### src/rtl/fetch_unit.sv
// -----------------------------------------------------------------------------
// fetch_unit
//
// Instruction-fetch controller between the PC register and decode. It reads the
// current PC, runs a req/ack read against instruction memory, buffers the
// fetched word in a one-entry IF/ID register and writes the next PC back to the
// PC register (sequential PC+PC_INC, or a branch target) with a one-cycle
// strobe. Supports halt (no new fetch issued) and branch flush.
//
// Optional build macro:
//   FETCH_TRACE_EN - when defined, each capture prints the fetched PC and
//                    instruction (simulation only). Hardware is identical
//                    either way.
//
// Ports:
//   clk            in   clock, all state on posedge
//   rst            in   asynchronous active-low reset
//   pc_in[15:0]    in   current PC register contents
//   pc_next[15:0]  out  data input of the PC register
//   pc_wrt         out  PC register write strobe (high for each UPD cycle)
//   imem_req       out  memory read request (registered)
//   imem_addr[15:0]out  memory address (registered)
//   imem_ack       in   memory acknowledge, imem_rdata valid in same cycle
//   imem_rdata[15:0]in  instruction word from memory
//   ir_out[15:0]   out  buffered instruction for decode
//   ir_pc[15:0]    out  PC of ir_out
//   ir_valid       out  ir_out/ir_pc hold a valid instruction
//   id_ready       in   decode accepts ir_out at this edge when ir_valid=1
//   branch_taken   in   single-cycle redirect request from execute
//   branch_target  in   redirect destination, valid with branch_taken
//   halt           in   level; blocks issue of new fetches
//   state_o[2:0]   out  current FSM state (debug observation)
//
// Handshakes:
//   imem: once imem_req rises it stays high with a constant imem_addr up to and
//   including the cycle in which imem_ack is seen; the request drops on the
//   edge that samples the ack. IF/ID: a transfer happens on every edge where
//   ir_valid && id_ready; ir_valid/ir_out/ir_pc are registered and only change
//   on an edge.
// -----------------------------------------------------------------------------
module fetch_unit #(
  parameter logic [15:0] PC_INC = 16'd1
) (
  input  logic        clk,
  input  logic        rst,
  input  logic [15:0] pc_in,
  output logic [15:0] pc_next,
  output logic        pc_wrt,
  output logic        imem_req,
  output logic [15:0] imem_addr,
  input  logic        imem_ack,
  input  logic [15:0] imem_rdata,
  output logic [15:0] ir_out,
  output logic [15:0] ir_pc,
  output logic        ir_valid,
  input  logic        id_ready,
  input  logic        branch_taken,
  input  logic [15:0] branch_target,
  input  logic        halt,
  output logic [2:0]  state_o
);

  typedef enum logic [2:0] {
    S_IDLE  = 3'd0,
    S_ISSUE = 3'd1,
    S_WAIT  = 3'd2,
    S_DRAIN = 3'd3,
    S_UPD   = 3'd4
  } state_t;

  state_t      state_q, state_d;
  logic [15:0] pc_next_q, pc_next_d;
  logic        imem_req_q, imem_req_d;
  logic [15:0] imem_addr_q, imem_addr_d;
  logic [15:0] ir_out_q, ir_out_d;
  logic [15:0] ir_pc_q, ir_pc_d;
  logic        ir_valid_q, ir_valid_d;
  logic        slot_free;

  // The buffer can take a new word if it is empty or is being drained now.
  assign slot_free = !ir_valid_q || id_ready;

  always_ff @(posedge clk or negedge rst) begin
    if (!rst) begin
      state_q     <= S_IDLE;
      pc_next_q   <= 16'h0000;
      imem_req_q  <= 1'b0;
      imem_addr_q <= 16'h0000;
      ir_out_q    <= 16'h0000;
      ir_pc_q     <= 16'h0000;
      ir_valid_q  <= 1'b0;
    end else begin
      state_q     <= state_d;
      pc_next_q   <= pc_next_d;
      imem_req_q  <= imem_req_d;
      imem_addr_q <= imem_addr_d;
      ir_out_q    <= ir_out_d;
      ir_pc_q     <= ir_pc_d;
      ir_valid_q  <= ir_valid_d;
    end
  end

  always_comb begin
    state_d     = state_q;
    pc_next_d   = pc_next_q;
    imem_req_d  = imem_req_q;
    imem_addr_d = imem_addr_q;
    ir_out_d    = ir_out_q;
    ir_pc_d     = ir_pc_q;
    ir_valid_d  = ir_valid_q;

    // Decode transfer; a capture below may set the buffer valid again.
    if (ir_valid_q && id_ready) begin
      ir_valid_d = 1'b0;
    end

    case (state_q)
      S_IDLE: begin
        state_d = S_ISSUE;
      end

      S_ISSUE: begin
        imem_req_d = 1'b0;
        if (branch_taken) begin
          pc_next_d = branch_target;
          state_d   = S_UPD;
        end else if (!halt && slot_free) begin
          imem_req_d  = 1'b1;
          imem_addr_d = pc_in;
          state_d     = S_WAIT;
        end
      end

      S_WAIT: begin
        if (imem_ack) begin
          imem_req_d = 1'b0;
          state_d    = S_UPD;
          if (branch_taken) begin
            pc_next_d = branch_target;
          end else begin
            ir_out_d   = imem_rdata;
            ir_pc_d    = imem_addr_q;
            ir_valid_d = 1'b1;
            pc_next_d  = imem_addr_q + PC_INC;
          end
        end else if (branch_taken) begin
          // The request cannot be withdrawn; finish it and drop the data.
          pc_next_d = branch_target;
          state_d   = S_DRAIN;
        end
      end

      S_DRAIN: begin
        if (branch_taken) begin
          pc_next_d = branch_target;
        end
        if (imem_ack) begin
          imem_req_d = 1'b0;
          state_d    = S_UPD;
        end
      end

      S_UPD: begin
        imem_req_d = 1'b0;
        if (branch_taken) begin
          // Re-write the PC with the new target on the next cycle.
          pc_next_d = branch_target;
          state_d   = S_UPD;
        end else begin
          state_d = S_ISSUE;
        end
      end

      default: begin
        state_d = S_IDLE;
      end
    endcase

    // Flush wins over both transfer and capture.
    if (branch_taken) begin
      ir_valid_d = 1'b0;
    end
  end

  assign pc_next   = pc_next_q;
  assign pc_wrt    = (state_q == S_UPD);
  assign imem_req  = imem_req_q;
  assign imem_addr = imem_addr_q;
  assign ir_out    = ir_out_q;
  assign ir_pc     = ir_pc_q;
  assign ir_valid  = ir_valid_q;
  assign state_o   = state_q;

`ifdef FETCH_TRACE_EN
  always @(posedge clk) begin
    if (rst && state_q == S_WAIT && imem_ack && !branch_taken) begin
      $display("[fetch_unit] fetch pc=%h instr=%h", imem_addr_q, imem_rdata);
    end
  end
`else
  // Trace output disabled.
`endif

endmodule
### config.mk
export PLATFORM = sky130hd
export DESIGN_NAME = fetch_unit
export DESIGN_NICKNAME = d
export VERILOG_FILES = /design/src/rtl/fetch_unit.sv
export SDC_FILE = /design/constraint.sdc
export NUM_CORES = 1
export LEC_CHECK = 0
export BUFFER_PORTS_ARGS = -buffer_cell sky130_fd_sc_hd__buf_2
export CAP_MARGIN = 25
export CORE_MARGIN = 2
export CORE_UTILIZATION = 30
export CTS_CLUSTER_DIAMETER = 30
export CTS_CLUSTER_SIZE = 20
export DETAILED_ROUTE_END_ITERATION = 7
export PLACE_DENSITY = 0.6
export SLEW_MARGIN = 40
export SYNTH_ARGS = -nofsm -noshare
export SYNTH_HDL_FRONTEND = slang
export SYNTH_SLANG_ARGS = --single-unit
### constraint.sdc
create_clock -name clk -period 1.6 [get_ports clk]
set_clock_uncertainty 0.05 [all_clocks]
set_input_delay 0.08 -clock clk [delete_from_list [all_inputs] [get_ports clk]]
set_output_delay 0.08 -clock clk [all_outputs]
set_load 0.05 [all_outputs]
==> results of run 1 <==
worst max-delay path by stage:
stage	slack [ps]	from	end	cells after the start
after global placement	-50	state_o[0]	ir_out[6]	5
after detailed placement	-130	state_o[0]	ir_out[4]	5
after global routing	-100	state_o[0]	pc_next[7]	6
after floorplan	-280	state_o[0]	ir_pc[15]	5
after CTS	-70	state_o[0]	ir_pc[15]	6
final	-60	state_o[0]	pc_next[15]	6
worst max-delay path, delay by kind of cell (launching register included):
kind	cells	cell delay [ps]
buf+inv	2	260
flops	1	450
compound gates	1	250
simple gates	3	550
repair_timing:
action,in CTS,in global routing
hold buffers,48,0
endpoints found under the hold margin,116,0
pin swaps,3,11
setup endpoints to repair,49,65
cloned,2,3
buffers inserted,6,3
gates resized for setup,21,26
area by class of cell:
type | instances | area (sq um)
fill | 928 | 4860
tap | 136 | 170
clock buffer | 9 | 124
clock inverter | 7 | 73.8
multi-input combinational | 155 | 1600
timing repair buffer | 217 | 1640
inverter | 17 | 63.8
sequential | 69 | 1750
sequential cells by signal (all words and copies together), names as in the netlist:
name and flops:
imem_addr 16, ir_out 16, pc_next 16, ir_valid 1
ir_pc 16, imem_req 1, state_o 3
logic make-up (layout without fill, tap and decap cells):
| logic type | after synthesis | count (layout) | share of synthesized area [%] |
|---|---|---|---|
| buffers and inverters | 28 | 250 | 4.72 |
| adders and majority gates | 1 | 1 | 0.396 |
| DFF | 69 | 69 | 54.7 |
| muxes | 48 | 48 | 17.1 |
| AOI/OAI and AO/OA | 31 | 31 | 7.85 |
| xor gates and xnor gates | 14 | 14 | 3.89 |
| and+or+nand+nor | 61 | 61 | 11.3 |
layer usage:
metal / part of all wire (%) / routed length, um / vias up / track usage [%]
met5: 0 / 0 / - / 0
met2: 50 / 4980 / 90 / 29.7
met4: 1.1 / 114 / 0 / 6.12
met3: 4.5 / 450 / 13 / 2.64
met1: 44 / 4390 / 1355 / 21.0
li1: - / - / 1332 / -
where the power goes:
part	switching [mW]	internal [mW]	total, mW
combinational	4.59	2.59	7.18
clock	0.725	0.725	1.45
sequential	0.664	2.58	3.24
total	5.98	5.90	11.9
per-stage QoR:
step / total power, mW / setup TNS [ps]
6_report: 11.9 / -514
5_1_grt: 12.4 / -3060
4_1_cts: 11.6 / -1590
3_5_place_dp: 9.81 / -3120
3_3_place_gp: 9.71 / -707
2_1_floorplan: 7.98 / -11480
layout by cell type (no fill, tap or decap), types with 3 or more instances in the layout:
cell / netlist / routed
dfrtp_1: 69 / 51
nand3_1: 5 / 3
inv_1: 17 / 17
buf_12: 0 / 6
clkbuf_8: 0 / 9
a21oi_1: 4 / 4
dfrtp_2: 0 / 18
nor2_1: 21 / 20
buf_4: 0 / 31
xor2_1: 5 / 5
dlygate4sd3_1: 0 / 48
nor2b_1: 6 / 4
o22ai_1: 3 / 3
nand2b_1: 5 / 5
clkbuf_16: 0 / 3
mux2_4: 0 / 48
nor4_2: 3 / 3
a221oi_1: 9 / 4
xnor2_1: 9 / 9
nand2_1: 5 / 4
nor3_1: 3 / 3
nand4_1: 3 / 3
a221oi_2: 2 / 7
buf_6: 5 / 6
buf_2: 5 / 121
==> impl_metrics.prom, run 1 <==
# TYPE chip_impl_metric gauge
chip_impl_info{name="violations",value="negative setup slack"} 1
chip_impl_metric{name="vias_in_the_first_global_route",unit=""} 2784
chip_impl_metric{name="io-pin-count",unit=""} 124
chip_impl_metric{name="global_route_wire_length_before_repair",unit="mm"} 14.9
chip_impl_metric{name="synth-seq-cells",unit=""} 69
chip_impl_info{name="timing.critical_path.mode_cell",value="buf_6"} 1
chip_impl_metric{name="row_count",unit=""} 37
chip_impl_metric{name="n_antenna_cell",unit=""} 0
chip_impl_metric{name="max_cap_violations",unit=""} 0
chip_impl_metric{name="yosysWarningCount",unit=""} 0
chip_impl_metric{name="drt-total-wl",unit="mm"} 9.94
chip_impl_metric{name="finalWeightedCongestion",unit=""} 0.731
chip_impl_metric{name="final_design_area_no_fill",unit="sq um"} 5420
chip_impl_info{name="critical-path-slowest-cell",value="dfrtp_2"} 1
chip_impl_info{name="synth_most_common_cell",value="dfrtp_1"} 1
chip_impl_metric{name="post_synth_num_cell_types",unit=""} 39
chip_impl_metric{name="dp_hpwl",unit="mm"} 6.38
chip_impl_metric{name="hold_violations",unit=""} 0
chip_impl_metric{name="number_of_enable_type_register_cells_in_the_synthesized_netlist",unit=""} 0
chip_impl_metric{name="cts_htree_levels",unit=""} 3
chip_impl_info{name="outcome",value="finished with violations"} 1
chip_impl_metric{name="grt_antenna_before_repair",unit=""} 0
chip_impl_metric{name="num_vias",unit=""} 2790
chip_impl_metric{name="gr-usage-all-layers",unit="%"} 16.9
chip_impl_metric{name="tritoncts_num_sinks",unit=""} 69
chip_impl_info{name="min-delay-start",value="branch_target[15]"} 1
chip_impl_metric{name="routed_via_density",unit=""} 4.57
chip_impl_metric{name="post_synth_net_total",unit=""} 307
chip_impl_info{name="hold-path-endpoint",value="pc_next[15]"} 1
chip_impl_metric{name="dieWidth",unit="um"} 107
chip_impl_metric{name="timing.hold.worst_path_depth",unit=""} 3
chip_impl_metric{name="placedInstanceArea",unit="sq um"} 4350
chip_impl_metric{name="finalCoreUtilization",unit="%"} 52.7
chip_impl_info{name="rsz0062_at_grt",value="yes"} 1
chip_impl_metric{name="route.detailed.wl_per_inst",unit="um"} 16.3
chip_impl_metric{name="grt_max_degree",unit=""} 35
chip_impl_info{name="crit_path_start_kind",value="flop"} 1
chip_impl_info{name="regToRegEndpoint",value="pc_next[15]"} 1
chip_impl_info{name="synth.top_cells.by_area",value="dfrtp_1, mux2_2, a221oi_1"} 1
chip_impl_metric{name="yosysSeqAreaShare",unit="%"} 54.7
chip_impl_info{name="dominantRegCellSynth",value="dfrtp_1"} 1
chip_impl_metric{name="hold_slack",unit="ps"} 10.2
chip_impl_metric{name="postSynthAreaPerCell",unit="sq um"} 12.5
chip_impl_metric{name="maximum_count_of_clock_buffers_along_a_single_path",unit=""} 2
chip_impl_metric{name="crit_required",unit="ps"} 1790
chip_impl_info{name="end_kind",value="flop"} 1
chip_impl_info{name="hold_path.class",value="in2reg"} 1
chip_impl_metric{name="post_synth_inst_count",unit=""} 252
chip_impl_metric{name="die_height",unit="um"} 107
chip_impl_metric{name="globalRouteOverflowTotal",unit=""} 0
chip_impl_metric{name="layout-drive-gt1-share",unit="%"} 59.1
chip_impl_metric{name="areaGrowthSynthToFinish",unit="%"} 71.6
chip_impl_metric{name="cp_slowest_stage_delay",unit="ps"} 450
chip_impl_metric{name="timing.final.ws_setup",unit="ps"} -56.5
chip_impl_metric{name="worstSkewPairLatency",unit="ps"} 360
chip_impl_metric{name="p_per_area",unit="nW/um^2"} 2190
chip_impl_metric{name="remaining_antenna_violation_count_after_routing",unit=""} 0
chip_impl_metric{name="setup-violations-final",unit=""} 23
chip_impl_metric{name="ir_drop_worst_case_vdd",unit="mV"} 1.05
chip_impl_metric{name="finalWorstPathRequiredPeriod",unit="ps"} 1660
chip_impl_info{name="crit_path_cell_trace",value="buf_6 -> or3_4 -> nand3_4 -> buf_6 -> nor2b_1 -> a221o_1"} 1
chip_impl_metric{name="fmaxAchievable",unit="GHz"} 0.604
chip_impl_metric{name="placeableCoreArea",unit="sq um"} 10300
chip_impl_metric{name="headroom_to_the_max_slew_limit",unit="%"} 76.7
chip_impl_metric{name="cts_made_buffers",unit=""} 9
chip_impl_info{name="synth.top_cells.by_count",value="dfrtp_1, mux2_2, nor2_1"} 1
chip_impl_metric{name="netlist_area",unit="sq um"} 3160
chip_impl_metric{name="timing.critical_path.arrival",unit="ps"} 1850
chip_impl_metric{name="min_period_over_period",unit="%"} 104
chip_impl_metric{name="firstDrtPassIters",unit=""} 4
chip_impl_metric{name="max_slew.worst_pin.slew",unit="ps"} 348
chip_impl_metric{name="port_buffers",unit=""} 123
chip_impl_metric{name="numPlacedInstances",unit=""} 532
chip_impl_metric{name="clk_transition_reported_paths",unit="ps"} 80
chip_impl_info{name="crit-reg2reg-launch",value="state_o[0]"} 1
chip_impl_info{name="crit_path_category",value="reg2reg"} 1
chip_impl_metric{name="drv_slew",unit=""} 0
chip_impl_info{name="ctsRootBufferMaster",value="clkbuf_8"} 1
chip_impl_metric{name="instances_no_fill",unit=""} 610
chip_impl_metric{name="drc",unit=""} 0
chip_impl_metric{name="floorplan.initialDensity",unit="%"} 30.7
chip_impl_metric{name="timing.reg2reg.worst_path_depth",unit=""} 6
chip_impl_info{name="yosysTopAreaCell",value="dfrtp_1"} 1
chip_impl_metric{name="synth.top_cell.area_share",unit="%"} 54.7
chip_impl_metric{name="floorplan.die_area",unit="sq um"} 11400
chip_impl_metric{name="dp_worst_setup_slack",unit="ps"} -125
chip_impl_metric{name="p_leak",unit="nW"} 2.61
chip_impl_metric{name="drt-initial-drc-count",unit=""} 144
chip_impl_info{name="cts_tree",value="built"} 1
chip_impl_metric{name="path_max_fanout",unit=""} 4
chip_impl_metric{name="layout.nets",unit=""} 524
chip_impl_metric{name="synth-async-reset-ratio",unit="%"} 100
chip_impl_metric{name="setup.reg_to_reg.worst_slack",unit="ps"} -60
(Power assumes the default switching activity.)
==> run 2: changes to the inputs <==
--- a/config.mk
+++ b/config.mk
@@ -13,6 +13,7 @@
 export CTS_CLUSTER_SIZE = 20
 export DETAILED_ROUTE_END_ITERATION = 7
 export PLACE_DENSITY = 0.6
+export SKIP_CTS_REPAIR_TIMING = 1
 export SLEW_MARGIN = 40
 export SYNTH_ARGS = -nofsm -noshare
 export SYNTH_HDL_FRONTEND = slang
==> run 2 against run 1 <==
Net effect:
- the run still ends with negative setup slack left
- flip-flop and latch count unchanged
- cell count up 0.33%
- count of clock-buffer cells in the layout unchanged
- first-iteration DRC count up 4.9%
- combinational power up 1%
- final area up 0.23%
- utilization up 0.12 points
- critical path type unchanged
- critical endpoint is now pc_next[7]
- highest routed layer unchanged
==> impl_metrics.prom, run 2 (synthesis gave the netlist of run 1 again) <==
# TYPE chip_impl_metric gauge
chip_impl_info{name="outcome",value="finished with violations"} 1
chip_impl_info{name="violations",value="negative setup slack"} 1
chip_impl_metric{name="headroom_to_the_max_slew_limit",unit="%"} 75.1
chip_impl_metric{name="dieWidth",unit="um"} 107
chip_impl_metric{name="finalWorstPathRequiredPeriod",unit="ps"} 1690
chip_impl_metric{name="multiInputGateArea",unit="sq um"} 1600
chip_impl_metric{name="dp_hpwl",unit="mm"} 6.38
chip_impl_metric{name="global_route_wire_length_before_repair",unit="mm"} 13.3
chip_impl_metric{name="fmaxAchievable",unit="GHz"} 0.592
chip_impl_metric{name="ir_drop_worst_case_vdd",unit="mV"} 0.991
chip_impl_metric{name="cp_slowest_stage_delay",unit="ps"} 450
chip_impl_metric{name="max_cap_violations",unit=""} 0
chip_impl_metric{name="grt_max_degree",unit=""} 35
chip_impl_metric{name="worstSkewPairLatency",unit="ps"} 350
chip_impl_metric{name="num_vias",unit=""} 2821
chip_impl_metric{name="gr-usage-all-layers",unit="%"} 15.0
chip_impl_metric{name="maximum_count_of_clock_buffers_along_a_single_path",unit=""} 2
chip_impl_info{name="crit_path_cell_trace",value="buf_6 -> or3_4 -> nand3_4 -> o21a_4 -> buf_6 -> a221oi_1"} 1
chip_impl_metric{name="fill_cells",unit=""} 908
chip_impl_metric{name="cts_htree_levels",unit=""} 3
chip_impl_metric{name="drc",unit=""} 0
chip_impl_metric{name="die_height",unit="um"} 107
chip_impl_metric{name="io-pin-count",unit=""} 124
chip_impl_metric{name="cp_num_buf_inv",unit=""} 2
chip_impl_metric{name="remaining_antenna_violation_count_after_routing",unit=""} 0
chip_impl_metric{name="port_buffers",unit=""} 123
chip_impl_info{name="mostFrequentLayoutCell",value="buf_2"} 1
chip_impl_metric{name="tritoncts_num_sinks",unit=""} 69
chip_impl_metric{name="drv_slew",unit=""} 0
chip_impl_metric{name="clk_transition_reported_paths",unit="ps"} 80
chip_impl_metric{name="drt-initial-drc-count",unit=""} 151
chip_impl_info{name="end_kind",value="flop"} 1
chip_impl_metric{name="timing.final.ws_setup",unit="ps"} -89.8
chip_impl_info{name="critical-path-slowest-cell",value="dfrtp_2"} 1
chip_impl_metric{name="dp_worst_setup_slack",unit="ps"} -125
chip_impl_metric{name="final-seq-area",unit="sq um"} 1750
chip_impl_metric{name="layout.nets",unit=""} 526
chip_impl_metric{name="routed_via_density",unit=""} 4.61
chip_impl_metric{name="finalWeightedCongestion",unit=""} 0.731
chip_impl_metric{name="placeableCoreArea",unit="sq um"} 10300
chip_impl_metric{name="n_antenna_cell",unit=""} 0
chip_impl_metric{name="floorplan.die_area",unit="sq um"} 11400
chip_impl_info{name="hold_path.class",value="in2reg"} 1
chip_impl_metric{name="path_max_fanout",unit=""} 5
chip_impl_metric{name="areaGrowthSynthToFinish",unit="%"} 72.0
chip_impl_metric{name="timing.critical_path.arrival",unit="ps"} 1860
chip_impl_metric{name="hold_slack",unit="ps"} 1.11
chip_impl_metric{name="finalCoreUtilization",unit="%"} 52.8
chip_impl_metric{name="p_per_area",unit="nW/um^2"} 2200
chip_impl_metric{name="globalRouteOverflowTotal",unit=""} 0
chip_impl_metric{name="firstDrtPassIters",unit=""} 4
chip_impl_metric{name="drt-total-wl",unit="mm"} 9.98
chip_impl_info{name="crit_path_start_kind",value="flop"} 1
chip_impl_info{name="ctsRootBufferMaster",value="clkbuf_8"} 1
chip_impl_info{name="timing.critical_path.mode_cell",value="buf_6"} 1
chip_impl_info{name="most-common-layout-cells",value="buf_2, dfrtp_1, mux2_4"} 1
chip_impl_metric{name="p_leak",unit="nW"} 2.63
chip_impl_metric{name="vias_in_the_first_global_route",unit=""} 2538
chip_impl_metric{name="grt_antenna_before_repair",unit=""} 0
chip_impl_info{name="rsz0062_at_grt",value="yes"} 1
chip_impl_metric{name="floorplan.initialDensity",unit="%"} 30.7
chip_impl_metric{name="cts_made_buffers",unit=""} 9
chip_impl_metric{name="placedInstanceArea",unit="sq um"} 4350
chip_impl_metric{name="setup-violations-final",unit=""} 63
chip_impl_metric{name="min_period_over_period",unit="%"} 106
chip_impl_metric{name="final_design_area_no_fill",unit="sq um"} 5430
chip_impl_metric{name="route.detailed.wl_per_inst",unit="um"} 16.3
chip_impl_metric{name="layout-drive-gt1-share",unit="%"} 60.5
chip_impl_info{name="cts_tree",value="built"} 1
chip_impl_info{name="crit_path_category",value="reg2reg"} 1
chip_impl_metric{name="crit_required",unit="ps"} 1770
chip_impl_info{name="critical-path-top-delay-family",value="simple AND/OR/NAND/NOR gates"} 1
chip_impl_metric{name="max_slew.worst_pin.slew",unit="ps"} 373
chip_impl_metric{name="row_count",unit=""} 37
chip_impl_metric{name="hold_violations",unit=""} 0
## run 2: cell types whose count changed in the layout (fill, tap and decap cells not counted), moves of 2 or more
cell           before  now
buf_4              31   33
buf_16              2    0
clkbuf_16           3    5
dlygate4sd3_1      48   46
buf_6               6    8
## run 2: per-stage QoR
step	instances	setup TNS (ps)	power, mW
CTS	548	-3400	11.3
global route	612	-4920	12.5
global placement	532	-707	9.71
finish	612	-2500	12.0
floorplan	252	-11480	7.98
detailed placement	532	-3120	9.81
## run 2: power breakdown
group	switching, mW	internal [mW]
Clock	0.714	0.725
Combinational	4.62	2.66
Sequential	0.665	2.58
Total	6.00	5.96
## run 2: path summary, 6_finish.rpt
path | from | to | slack, ps | depth (start not counted)
worst max-delay path | state_o[0] | pc_next[7] | -90 | 6
worst min-delay path | branch_target[2] | pc_next[2] | 1 | 3
worst max register to register | state_o[0] | pc_next[7] | -90 | 6
worst min register to register | ir_pc[7] | ir_pc[7] | 460 | 1
max in group asynchronous | rst | ir_out[4] | 870 | 3
min in group asynchronous | rst | ir_out[0] | 90 | 2
## run 2: worst reg2reg max path: cells and delay by family, from the launching register on
| family | cells | cell delay, ps |
|---|---|---|
| buffers and inverters | 2 | 270 |
| AO/OA/AOI/OAI | 2 | 270 |
| AND/OR/NAND/NOR | 2 | 540 |
| flip-flops | 1 | 450 |
## run 2: area by class of cell
type	instances	share of cell area, %
multi-input cells	155	29.5
repair buffers	219	30.3
inverters	17	1.18
clock inverters	7	1.36
clock buffers	9	2.28
well taps	136	3.14
flip-flops and latches	69	32.2
## run 2: routing by layer
| layer | up-vias | routed length, um | track usage, % |
|---|---|---|---|
| li1 | 1329 | - | - |
| met1 | 1391 | 4440 | 19.9 |
| met2 | 82 | 4910 | 24.1 |
| met3 | 19 | 393 | 2.70 |
| met4 | 0 | 233 | 6.59 |
| met5 | - | 0 | 0 |
==> run 3: changes to the inputs <==
--- a/config.mk
+++ b/config.mk
@@ -8,11 +8,11 @@
 export BUFFER_PORTS_ARGS = -buffer_cell sky130_fd_sc_hd__buf_2
 export CAP_MARGIN = 25
 export CORE_MARGIN = 2
-export CORE_UTILIZATION = 30
+export CORE_UTILIZATION = 44
 export CTS_CLUSTER_DIAMETER = 30
 export CTS_CLUSTER_SIZE = 20
 export DETAILED_ROUTE_END_ITERATION = 7
-export PLACE_DENSITY = 0.6
+export PLACE_DENSITY = 0.8
 export SKIP_CTS_REPAIR_TIMING = 1
 export SLEW_MARGIN = 40
 export SYNTH_ARGS = -nofsm -noshare
==> run 3 against run 2 <==
Net effect:
- the flow finishes with violations (negative hold slack, negative setup slack)
- sequential power is essentially flat
- sequential share of layout area grew 1.3 points
- worst hold slack lost 31 ps
- wire length grew 5.2%
- register-to-register slack lost 90 ps
- count of clock-buffer cells in the layout grew 4
- critical path type unchanged
- critical endpoint is now ir_out[11]
==> impl_metrics.prom, run 3 (synthesis gave the netlist of run 1 again) <==
# TYPE chip_impl_metric gauge
chip_impl_metric{name="areaGrowthSynthToFinish",unit="%"} 65.3
chip_impl_metric{name="gr-usage-all-layers",unit="%"} 21.8
chip_impl_metric{name="ir_drop_worst_case_vdd",unit="mV"} 1.75
chip_impl_metric{name="grt_antenna_before_repair",unit=""} 0
chip_impl_metric{name="global_route_wire_length_before_repair",unit="mm"} 12.8
chip_impl_metric{name="setup-violations-final",unit=""} 63
chip_impl_info{name="regToRegEndpoint",value="ir_out[11]"} 1
chip_impl_metric{name="floorplan.initialDensity",unit="%"} 45.9
chip_impl_metric{name="fmaxAchievable",unit="GHz"} 0.563
chip_impl_metric{name="max_cap_violations",unit=""} 0
chip_impl_metric{name="hold_slack",unit="ps"} -29.9
chip_impl_metric{name="worstSkewPairLatency",unit="ps"} 360
chip_impl_metric{name="fill_cells",unit=""} 415
chip_impl_info{name="crit_path_category",value="reg2reg"} 1
chip_impl_metric{name="row_count",unit=""} 30
chip_impl_metric{name="layout-drive-gt1-share",unit="%"} 59.1
chip_impl_info{name="min-delay-start",value="branch_target[10]"} 1
chip_impl_metric{name="clk_transition_reported_paths",unit="ps"} 80
chip_impl_info{name="crit-reg2reg-launch",value="state_o[0]"} 1
chip_impl_metric{name="n_antenna_cell",unit=""} 0
chip_impl_metric{name="numPlacedInstances",unit=""} 494
chip_impl_metric{name="cts_made_buffers",unit=""} 9
chip_impl_info{name="crit_path_start_kind",value="flop"} 1
chip_impl_metric{name="timing.critical_path.arrival",unit="ps"} 1970
chip_impl_metric{name="instances_no_fill",unit=""} 566
chip_impl_metric{name="port_buffers",unit=""} 123
chip_impl_metric{name="p_per_area",unit="nW/um^2"} 2300
chip_impl_info{name="dr.max_layer_used",value="met4"} 1
chip_impl_metric{name="drc",unit=""} 0
chip_impl_metric{name="maximum_count_of_clock_buffers_along_a_single_path",unit=""} 2
chip_impl_info{name="mostFrequentLayoutCell",value="buf_2"} 1
chip_impl_info{name="ctsRootBufferMaster",value="clkbuf_8"} 1
chip_impl_metric{name="timing.hold.worst_path_depth",unit=""} 3
chip_impl_metric{name="timing.reg2reg.worst_path_depth",unit=""} 6
chip_impl_metric{name="drv_slew",unit=""} 0
chip_impl_metric{name="dieWidth",unit="um"} 88.7
chip_impl_metric{name="die_height",unit="um"} 88.7
chip_impl_metric{name="setup.reg_to_reg.worst_slack",unit="ps"} -180
chip_impl_metric{name="layout.nets",unit=""} 520
chip_impl_metric{name="cts_htree_levels",unit=""} 3
chip_impl_metric{name="io-pin-count",unit=""} 124
chip_impl_metric{name="firstDrtPassIters",unit=""} 4
chip_impl_metric{name="floorplan.die_area",unit="sq um"} 7870
chip_impl_metric{name="multiInputGateArea",unit="sq um"} 1520
chip_impl_metric{name="remaining_antenna_violation_count_after_routing",unit=""} 0
chip_impl_metric{name="tritoncts_num_sinks",unit=""} 69
chip_impl_metric{name="p_total",unit="mW"} 12.0
chip_impl_metric{name="routed-wl-met2",unit="mm"} 5.56
chip_impl_metric{name="placeableCoreArea",unit="sq um"} 6870
chip_impl_info{name="hold_path.class",value="in2reg"} 1
chip_impl_metric{name="met1Wirelength",unit="mm"} 3.99
chip_impl_metric{name="dp_hpwl",unit="mm"} 6.07
chip_impl_info{name="cts_tree",value="built"} 1
chip_impl_metric{name="headroom_to_the_max_slew_limit",unit="%"} 75.7
chip_impl_info{name="end_kind",value="flop"} 1
chip_impl_metric{name="p_leak",unit="nW"} 2.53
chip_impl_metric{name="min_period_over_period",unit="%"} 111
chip_impl_metric{name="finalWorstPathRequiredPeriod",unit="ps"} 1780
chip_impl_metric{name="crit_required",unit="ps"} 1790
chip_impl_metric{name="dr_wl_met3",unit="um"} 599
chip_impl_metric{name="drt-total-wl",unit="mm"} 10.5
chip_impl_metric{name="final-seq-area",unit="sq um"} 1750
chip_impl_metric{name="path_max_fanout",unit=""} 5
chip_impl_info{name="violations",value="negative hold slack, negative setup slack"} 1
chip_impl_info{name="outcome",value="finished with violations"} 1
chip_impl_metric{name="num_vias",unit=""} 2904
chip_impl_metric{name="max_slew.worst_pin.slew",unit="ps"} 361
chip_impl_info{name="most-common-layout-cells",value="buf_2, dfrtp_1, dlygate4sd3_1"} 1
chip_impl_metric{name="route.detailed.wl_per_inst",unit="um"} 18.5
chip_impl_metric{name="routed_via_density",unit=""} 5.13
chip_impl_metric{name="vias_in_the_first_global_route",unit=""} 2580
chip_impl_metric{name="timing.final.ws_setup",unit="ps"} -177
chip_impl_metric{name="grt_max_degree",unit=""} 70
chip_impl_info{name="rsz0062_at_grt",value="yes"} 1
chip_impl_metric{name="drt-initial-drc-count",unit=""} 149
chip_impl_metric{name="finalWeightedCongestion",unit=""} 0.790
chip_impl_metric{name="globalRouteOverflowTotal",unit=""} 0
chip_impl_info{name="hold-path-endpoint",value="pc_next[10]"} 1
chip_impl_metric{name="hold_violations",unit=""} 3
[run 3: changes by cell type in the layout (fill, tap and decap cells not counted), sizes merged]
cell,change
dlygate4sd3,-4
clkbuf,+3
clkinv,-3
buf,-1
inv,-1
[run 3: where the power goes]
group	internal [mW]	switching, mW
registers	2.58	0.680
clock network	0.846	0.682
logic	2.54	4.66
[run 3: stage by stage]
step	util, %	cell area, sq um	TNS [ps]	setup slack, ps
2_1_floorplan	-	3360	-11480	-281
3_3_place_gp	62.6	4300	-799	-58.6
3_5_place_dp	62.6	4300	-2180	-92.1
4_1_cts	65.7	4510	-3480	-122
5_1_grt	75.9	5220	-8950	-227
6_report	75.9	5220	-5770	-177
[run 3: per-layer routing]
| layer | vias up | GRT usage [%] |
|---|---|---|
| met5 | - | 0 |
| met4 | 0 | 8.26 |
| met3 | 29 | 5.88 |
| met2 | 131 | 35.5 |
| met1 | 1425 | 27.8 |
| li1 | 1319 | - |
[run 3: worst max-delay path: stages (launching register included)]
cell and delay (ps):
dfrtp_2 450, nor2b_4 140, nand2_2 90, nor3_4 280
buf_6 190, clkbuf_16 160, mux2_4 300
[run 3: area by class of cell]
cell class	instances	area share [%]
Inverter	17	1.22
Sequential cell	69	33.5
Clock buffer	13	3.24
Clock inverter	3	0.816
Timing Repair Buffer	213	29.8
Tap cell	96	2.30
Multi-Input combinational cell	155	29.1
[run 3: worst max path at each step]
stage	slack [ps]	start	end	cells after the start
after floorplan	-280	state_o[0]	ir_pc[15]	5
after global placement	-60	state_o[0]	ir_pc[15]	5
after detailed placement	-90	state_o[1]	pc_next[9]	5
after CTS	-120	state_o[0]	ir_pc[15]	5
after global routing	-230	state_o[0]	ir_out[11]	6
final	-180	state_o[0]	ir_out[11]	6
